<file path="src/rtl/seg7_scan_ctrl.sv">
// seg7_scan_ctrl: scans NUM_DIGITS common-anode digits through one shared
// hex-to-7-segment decoder. A pending value is committed to a shadow copy
// only at frame wrap or on leaving IDLE, so a frame never shows a mix of
// old and new digits. Each digit is lit for DWELL_CYC cycles and followed by
// GAP_CYC cycles with all anodes off.
//
// Ports:
//   clk, rst    rising-edge clock, async active-high reset
//   en          scanning permitted (0 = display dark, scan returns to IDLE)
//   load/value  1-cycle request to show value (nibble i = digit i, 0 = right)
//   blank_mask  force digit i dark; its time slot is still spent
//   lz_en       suppress leading zeros (digit 0 is never suppressed)
//   load_ack    1-cycle pulse when a pending value enters the shadow
//   nibble      decoder input
//   an_n        active-low anode strobes, at most one low
//   frame_done  1-cycle pulse on the last-digit -> digit-0 wrap

// Per-digit darkness. zero_above/zero_from form a ripple chain from the
// most significant digit down, marking "this and every higher nibble is 0".
module seg7_lane_dark #(
  parameter int LANE = 0
) (
  input  logic [3:0] nib,
  input  logic       blank,
  input  logic       lz_en,
  input  logic       zero_above,
  output logic       zero_from,
  output logic       dark
);
  assign zero_from = zero_above & (nib == 4'h0);
  assign dark      = blank | (lz_en & (LANE != 0) & zero_from);
endmodule

module seg7_scan_ctrl #(
  parameter int NUM_DIGITS = 4,
  parameter int DWELL_CYC  = 50000,
  parameter int GAP_CYC    = 16
) (
  input  logic                      clk,
  input  logic                      rst,
  input  logic                      en,
  input  logic                      load,
  input  logic [4*NUM_DIGITS-1:0]   value,
  input  logic [NUM_DIGITS-1:0]     blank_mask,
  input  logic                      lz_en,
  output logic                      load_ack,
  output logic [3:0]                nibble,
  output logic [NUM_DIGITS-1:0]     an_n,
  output logic                      frame_done
);
  localparam int MAXC = (DWELL_CYC > GAP_CYC) ? ((DWELL_CYC > 2) ? DWELL_CYC : 2)
                                              : ((GAP_CYC > 2) ? GAP_CYC : 2);
  localparam int CW = $clog2(MAXC);
  localparam int IW = $clog2(NUM_DIGITS);
  localparam bit NO_GAP = (GAP_CYC == 0);
  localparam logic [CW-1:0] DW_LAST  = CW'(DWELL_CYC - 1);
  localparam logic [CW-1:0] GP_LAST  = CW'(NO_GAP ? 0 : GAP_CYC - 1);
  localparam logic [IW-1:0] LAST_IDX = IW'(NUM_DIGITS - 1);

  typedef enum logic [1:0] {IDLE, LIT, GAP} state_t;

  state_t                        state;
  logic [IW-1:0]                 idx;
  logic [CW-1:0]                 cnt;
  logic [NUM_DIGITS-1:0][3:0]    shadow;
  logic [NUM_DIGITS-1:0][3:0]    pend;
  logic                          pend_v;
  logic                          shadow_v;   // shadow holds a loaded value
  logic [NUM_DIGITS-1:0]         dark;
  logic [NUM_DIGITS:0]           zs;
  logic                          adv;

  assign zs[NUM_DIGITS] = 1'b1;

  for (genvar i = 0; i < NUM_DIGITS; i++) begin : g_lane
    seg7_lane_dark #(.LANE(i)) u_lane (
      .nib        (shadow[i]),
      .blank      (blank_mask[i]),
      .lz_en      (lz_en),
      .zero_above (zs[i+1]),
      .zero_from  (zs[i]),
      .dark       (dark[i])
    );
  end

  // Slot finished: end of GAP, or end of LIT when there is no gap state.
  assign adv = en && ((state == LIT && cnt == DW_LAST && NO_GAP) ||
                      (state == GAP && cnt == GP_LAST));

  always_ff @(posedge clk or posedge rst) begin
    if (rst) begin
      state      <= IDLE;
      idx        <= '0;
      cnt        <= '0;
      shadow     <= '0;
      pend       <= '0;
      pend_v     <= 1'b0;
      shadow_v   <= 1'b0;
      an_n       <= '1;
      nibble     <= 4'h0;
      load_ack   <= 1'b0;
      frame_done <= 1'b0;
    end else begin
      load_ack   <= 1'b0;
      frame_done <= 1'b0;

      // Outputs follow the current state/idx one cycle later; en=0 darkens
      // immediately so a dropped enable never leaves a digit lit.
      if (en && state == LIT) begin
        nibble <= shadow[idx];
        an_n   <= dark[idx] ? '1 : ~(NUM_DIGITS'(1) << idx);
      end else begin
        an_n   <= '1;
      end

      if (!en) begin
        state <= IDLE;
        idx   <= '0;
        cnt   <= '0;
      end else begin
        unique case (state)
          IDLE: begin
            cnt <= '0;
            if (pend_v) begin
              shadow   <= pend;
              pend_v   <= 1'b0;
              shadow_v <= 1'b1;
              load_ack <= 1'b1;
              state    <= LIT;
              idx      <= '0;
            end else if (shadow_v) begin
              state <= LIT;
              idx   <= '0;
            end
          end
          LIT: begin
            if (cnt == DW_LAST) begin
              cnt   <= '0;
              state <= NO_GAP ? LIT : GAP;
            end else begin
              cnt <= cnt + CW'(1);
            end
          end
          GAP: begin
            if (cnt == GP_LAST) begin
              cnt   <= '0;
              state <= LIT;
            end else begin
              cnt <= cnt + CW'(1);
            end
          end
          default: state <= IDLE;
        endcase

        if (adv) begin
          if (idx == LAST_IDX) begin
            idx        <= '0;
            frame_done <= 1'b1;
            if (pend_v) begin
              shadow   <= pend;
              pend_v   <= 1'b0;
              load_ack <= 1'b1;
            end
          end else begin
            idx <= idx + IW'(1);
          end
        end
      end

      // Placed last so a load in a commit cycle stays pending for the next one.
      if (load) begin
        pend   <= value;
        pend_v <= 1'b1;
      end
    end
  end
endmodule

</file>
<file path="config.mk">
export PLATFORM = sky130hd
export DESIGN_NAME = seg7_scan_ctrl
export DESIGN_NICKNAME = d
export VERILOG_FILES = /design/src/rtl/seg7_scan_ctrl.sv
export SDC_FILE = /design/constraint.sdc
export NUM_CORES = 1
export LEC_CHECK = 0
export BUFFER_PORTS_ARGS = -buffer_cell sky130_fd_sc_hd__buf_2
export CAP_MARGIN = 20
export CORE_MARGIN = 2
export CORE_UTILIZATION = 36
export CTS_CLUSTER_SIZE = 30
export DETAILED_ROUTE_END_ITERATION = 10
export PLACE_DENSITY = 0.52
export SYNTH_ARGS = -nofsm -noshare
export SYNTH_HDL_FRONTEND = slang
export SYNTH_SLANG_ARGS = --single-unit
</file>
<file path="constraint.sdc">
create_clock -name clk -period 6 [get_ports clk]
set_input_delay 0.3 -clock clk [delete_from_list [all_inputs] [get_ports clk]]
set_output_delay 0.3 -clock clk [all_outputs]
set_load 0.005 [all_outputs]
</file>
======== Word level (Yosys, flattened, before mapping) ========
Cells that the tools add are included.
word-level totals
  register bits after elaboration ......... 64
  input bits .............................. 25
  output and inout port bits .............. 10
cells by class
  $add $sub $neg .......................... 2
  magnitude comparators ................... 1
  equality and inequality tests ........... 11
  shift operators ......................... 1
  muxes and demuxes ....................... 42
  bitwise gates (word level) .............. 9
  reduce and logical (&&, ||, !) cells .... 11
operators by type and width
  operator                 number
  $mux W16                 8
  $pmux W16 S3             1
  $mux W2                  11
  $add A16 B1 Y16 const B  1
  $eq A16 B16 Y1 const B   1
  $eq A16 B4 Y1 const B    1
  $mux W1                  16
  $logic_not A4 Y1         3
  $mux W4                  3
  $bmux W4 S2              1
  $ne A4 B1 Y1 const B     2
  $ne A3 B2 Y1 const B     2
  $pmux W2 S3              1
  $reduce_and A3 Y1        2
  $and A1 B1 Y1            5
  $eq A2 B2 Y1 const B     2
  $ne A4 B4 Y1 const B     1
  $not A4 Y4               1
  $shl A1 B2 Y4 const A    1
  $logic_and A1 B1 Y1      3
  $lt A2 B3 Y1 const B     1
  $ne A3 B1 Y1 const B     1
  $or A1 B1 Y1             3
  $add A2 B1 Y2 const B    1
  other kinds (5)          5

======== Longest topological paths before layout ========
  word-level depth ........................ 9
  mapped depth ............................ 8
  mapped depth without buffers ............ 7

======== Hierarchy ========
A second synthesis with hierarchy kept.
unflattened totals
  cells, all modules ...................... 259
  area total of the unflattened synthesis .. 3,196.8 sq um
by module, submodules not included
  module                                  times used  cells an instance  area each (sq um)  sequential area each (sq um)
  seg7_scan_ctrl                          1           244                3,076.7            1,606.5
  seg7_lane_dark at g_lane[1].u_lane ...  3           4                  31.3               0.0
  seg7_lane_dark at g_lane[0].u_lane      1           3                  26.3               0.0

======== Worst setup path after synthesis ========
No wires, ideal clock.
  path type ............................... flip-flop to flip-flop
  from .................................... reg state[0]
  to ...................................... reg cnt[12]
  setup time .............................. 131 ps
  arrival time ............................ 1,936 ps
  required time ........................... 5,869 ps
  path slack .............................. 3,933 ps
  cell stages (with the launch flop) ...... 9
  clock period less this slack ............ 2,067 ps
  path through ............................ dfrtp_1 inv_1 ha_1 or4b_2 clkbuf_1 nand3_1 nor3_1 xnor2_1 nor2_1
between the ends
  cells in the longest elaborated chain, start to end .. 3
  elaborated cells between the ends (all ways) .. 6
  classes of those cells .................. eq/ne: 3; mux: 2; reduce/logical: 1
RTL lines
  element                                     RTL line  source
  from (decl)                                 62        state_t state;
  from (signal assigned)                      139       state <= NO_GAP ? LIT : GAP;
  $eq A2 B2 Y1, or another cell as far along  121       unique case (state)
  $pmux W16 S3                                121
  $mux W16                                    116       if (!en) begin
  to (signal assigned)                        141       cnt <= cnt + CW'(1);
  to (signal assigned)                        149       cnt <= cnt + CW'(1);
  to (decl)                                   64        logic [CW-1:0] cnt;
Several ways; a longest one is shown, not always the timed one.
A chain may end at the register's enable or synchronous reset.

======== Worst setup path in the final report ========
  from .................................... reg state[0]
  to ...................................... reg cnt[13]
Same word-level chain as after synthesis.

==> run summary <==
Nets: 332
Number of post-CTS setup repair buffers: 0
Post-DRT Antenna Nets: 0
Setup repair after global routing missed its margin: false
Syn avg cell area: 11.8 um2
Drt initial violations: 90
CTS tree: done
WHS: 0.180 ns
Crit. Startpoint: state[0]$_DFFE_PP0P_
Crit path time final: 2.29 ns
Die Y: 97.3 um
Min-delay worst type: in -> async
Clk Latency, worst-skew pair: 0.34 ns
Grt ovf: 0
# resized after CTS: 0
Critical Path AT: 2.50 ns
Cells after Synth: 265
Die width: 97.3 um
Cells on worst reg2reg path: 7
Clock buffer depth: 2
Reg-to-Reg End: cnt[13]$_DFFE_PP0P_
Synth Cell Area: 0.00313 mm2
Maximum vdd ir drop: 0.185 mV
Vias per cell: 5.23
Drt pass-1 iters: 6
Number of synthesized flops with an enable pin: 0
CTS Root Cell: clkbuf_8
Commonest non-fill, non-tap cell in the layout: dfrtp_1
# fillers: 852
ANT cells: 0
Initial antenna violation count: 0
Crit path cell chain: inv_1, ha_1, or4b_2, nand3_1, nor3_1, xnor2_1, nor2_1
Max Clk Rate: 437 MHz
Startpoint types: flop
Worst slew margin: 40.3%
Pwr Density: 380 mW/mm2
Rows: 34
Synth async-reset ratio: 100%
Primary FF master, synth: dfrtp_1
Commonest cells after routing, fill and taps aside: 60 x dfrtp_1, 34 x buf_2, 28 x mux2_2
Reg clk slew, reported paths: 0.07 ns
PortBufs: 34
R2R Setup Slk: 3.71 ns
Count of hold-fix buffers inserted at cts: 0
Status: completed
Fin. max-slew vios: 0
Tot GR Track Use: 14.2%
Critical Path Max Stage Delay: 0.83 ns
R2r startpoint: state[0]$_DFFE_PP0P_
Critical Path Sink Type: flop
Leading area contributor after synthesis: dfrtp_1
Syn_nets: 299
Total CTS buffers: 9
Syn-to-layout area delta: 14.0%
RD Place Congestion: 0.794
Initial core utilization: 36.5%
Yosys top cell area share: 47.9%
DRC viols: 0
Post-synthesis cell type count: 44
Die ar.: 0.00947 mm2
Maxcap violations: 0
Placement Cell Area: 0.00337 mm2
Pleak: 1.54 nW
Final Hold Viols: 0
CTS H-Tree Depth: 3
CTS sink cnt: 64
Fraction of layout cells with a size suffix above 1: 33.7%
Worst slew pin tran: 0.883 ns
First-pass GRT wire length: 10700 um
Design Area, Final: 0.00357 mm2
Hpwl dp: 4370 um
Largest net degree at the start of global routing: 65
Synth top area cells: dfrtp_1 48%, mux2_2 10%, mux2_4 4.3%
Final Skew: 0.00702 ns
Total wire length: 6180 um
Sequential area share after synthesis: 51.3%
CP Max Fanout: 8
Post-Layout Cell Count: 411
Routed via count: 2149
Synthesis Warnings: 0
Core Area: 0.00859 mm2
Avg WL per Cell: 15.0 um
Slowest CP cell: or4b_2
# setup viols final: 0
Num ports: 35
Vias in the first global route: 2176
Req. time, crit path: 6.21 ns
Core Util, Final: 41.6%
Critical path class: reg -> reg
Final cycle utilization of the critical path: 38.1%
Placed Instances: 395
Setup TNS: 0 ns
Synthesized flop and latch total: 64
[critical path: cells and delay by family, from the launching register on]
| family | cells | cell delay, ns |
|---|---|---|
| simple gates | 4 | 1.23 |
| flops | 1 | 0.40 |
| fa+ha+maj | 1 | 0.28 |
| xor+xnor | 1 | 0.15 |
| buf+inv | 1 | 0.10 |
[where the power goes]
part	internal [W]	leakage, nW	total (W)	switching [W]
registers	0.000529	0.788	0.000604	0.0000746
logic	0.000198	0.660	0.000377	0.000179
clock network	0.000196	0.0964	0.000377	0.000181
total	0.000923	1.54	0.00136	0.000435
[routing by layer]
metal | global-route usage, % | vias to the layer above | part of all wire (%)
met5 | 0 | - | 0
met4 | 6.09 | 0 | 1.8
met2 | 21.8 | 36 | 46
li1 | - | 1032 | -
met1 | 19.1 | 1073 | 48
met3 | 3.81 | 8 | 4.3
[synth_stat cells, drive strengths merged, types with 2 or more instances]
| library cell | count |
|---|---|
| buf | 6 |
| o21ai | 8 |
| inv | 11 |
| a21o | 2 |
| ha | 9 |
| or3 | 4 |
| nor3 | 10 |
| dfstp | 4 |
| mux4 | 4 |
| nand2b | 2 |
| dfrtp | 60 |
| a31oi | 7 |
| a22o | 2 |
| nand3 | 10 |
| a21oi | 7 |
| o221ai | 2 |
| or4 | 2 |
| nand2 | 20 |
| nor4 | 6 |
| and3 | 6 |
| nor2 | 15 |
| xnor2 | 6 |
| clkbuf | 7 |
| mux2 | 37 |
| nand4 | 6 |
[flip-flops by register name (all words and copies together) (netlist names)]
register    count
an_n            4
frame_done      1
pend_v          1
load_ack        1
idx             2
pend           16
shadow_v        1
state           2
shadow         16
cnt            16
nibble          4
[worst max-delay path by stage]
stage | to | cells past startpoint
CTS | cnt[10]$_DFFE_PP0P_ | 7
floorplan | cnt[12]$_DFFE_PP0P_ | 8
detailed placement | cnt[10]$_DFFE_PP0P_ | 7
global placement | cnt[14]$_DFFE_PP0P_ | 7
finish | cnt[13]$_DFFE_PP0P_ | 7
global route | cnt[11]$_DFFE_PP0P_ | 7
[through the flow]
step	total power, W	worst slack (ns)
final	0.00136	3.71
after global routing	0.00145	3.53
after CTS	0.00138	3.71
after detailed placement	0.000993	3.72
after global placement	0.000984	3.78
after floorplan	0.000897	3.93
[layout make-up]
type	instances	area, um2	share of cell area [%]
clock buffers	9	124	3.47
flip-flops and latches	64	1610	45.0
clock inverters	7	80.1	2.24
well taps	108	135	3.78
inverters	11	41.3	1.16
multi-input cells	177	1410	39.4
repair buffers	35	178	4.97
[logic make-up after synthesis]
| family | share of synthesized area (%) |
|---|---|
| AND/OR/NAND/NOR | 15.2 |
| adder cells (fa/ha/maj) | 3.59 |
| flip-flops | 51.3 |
| XOR/XNOR | 1.68 |
| AO/OA/AOI/OAI | 7.23 |
| multiplexers | 17.2 |
| buffers and inverters | 3.79 |
Power figures use the tool's default switching activity.
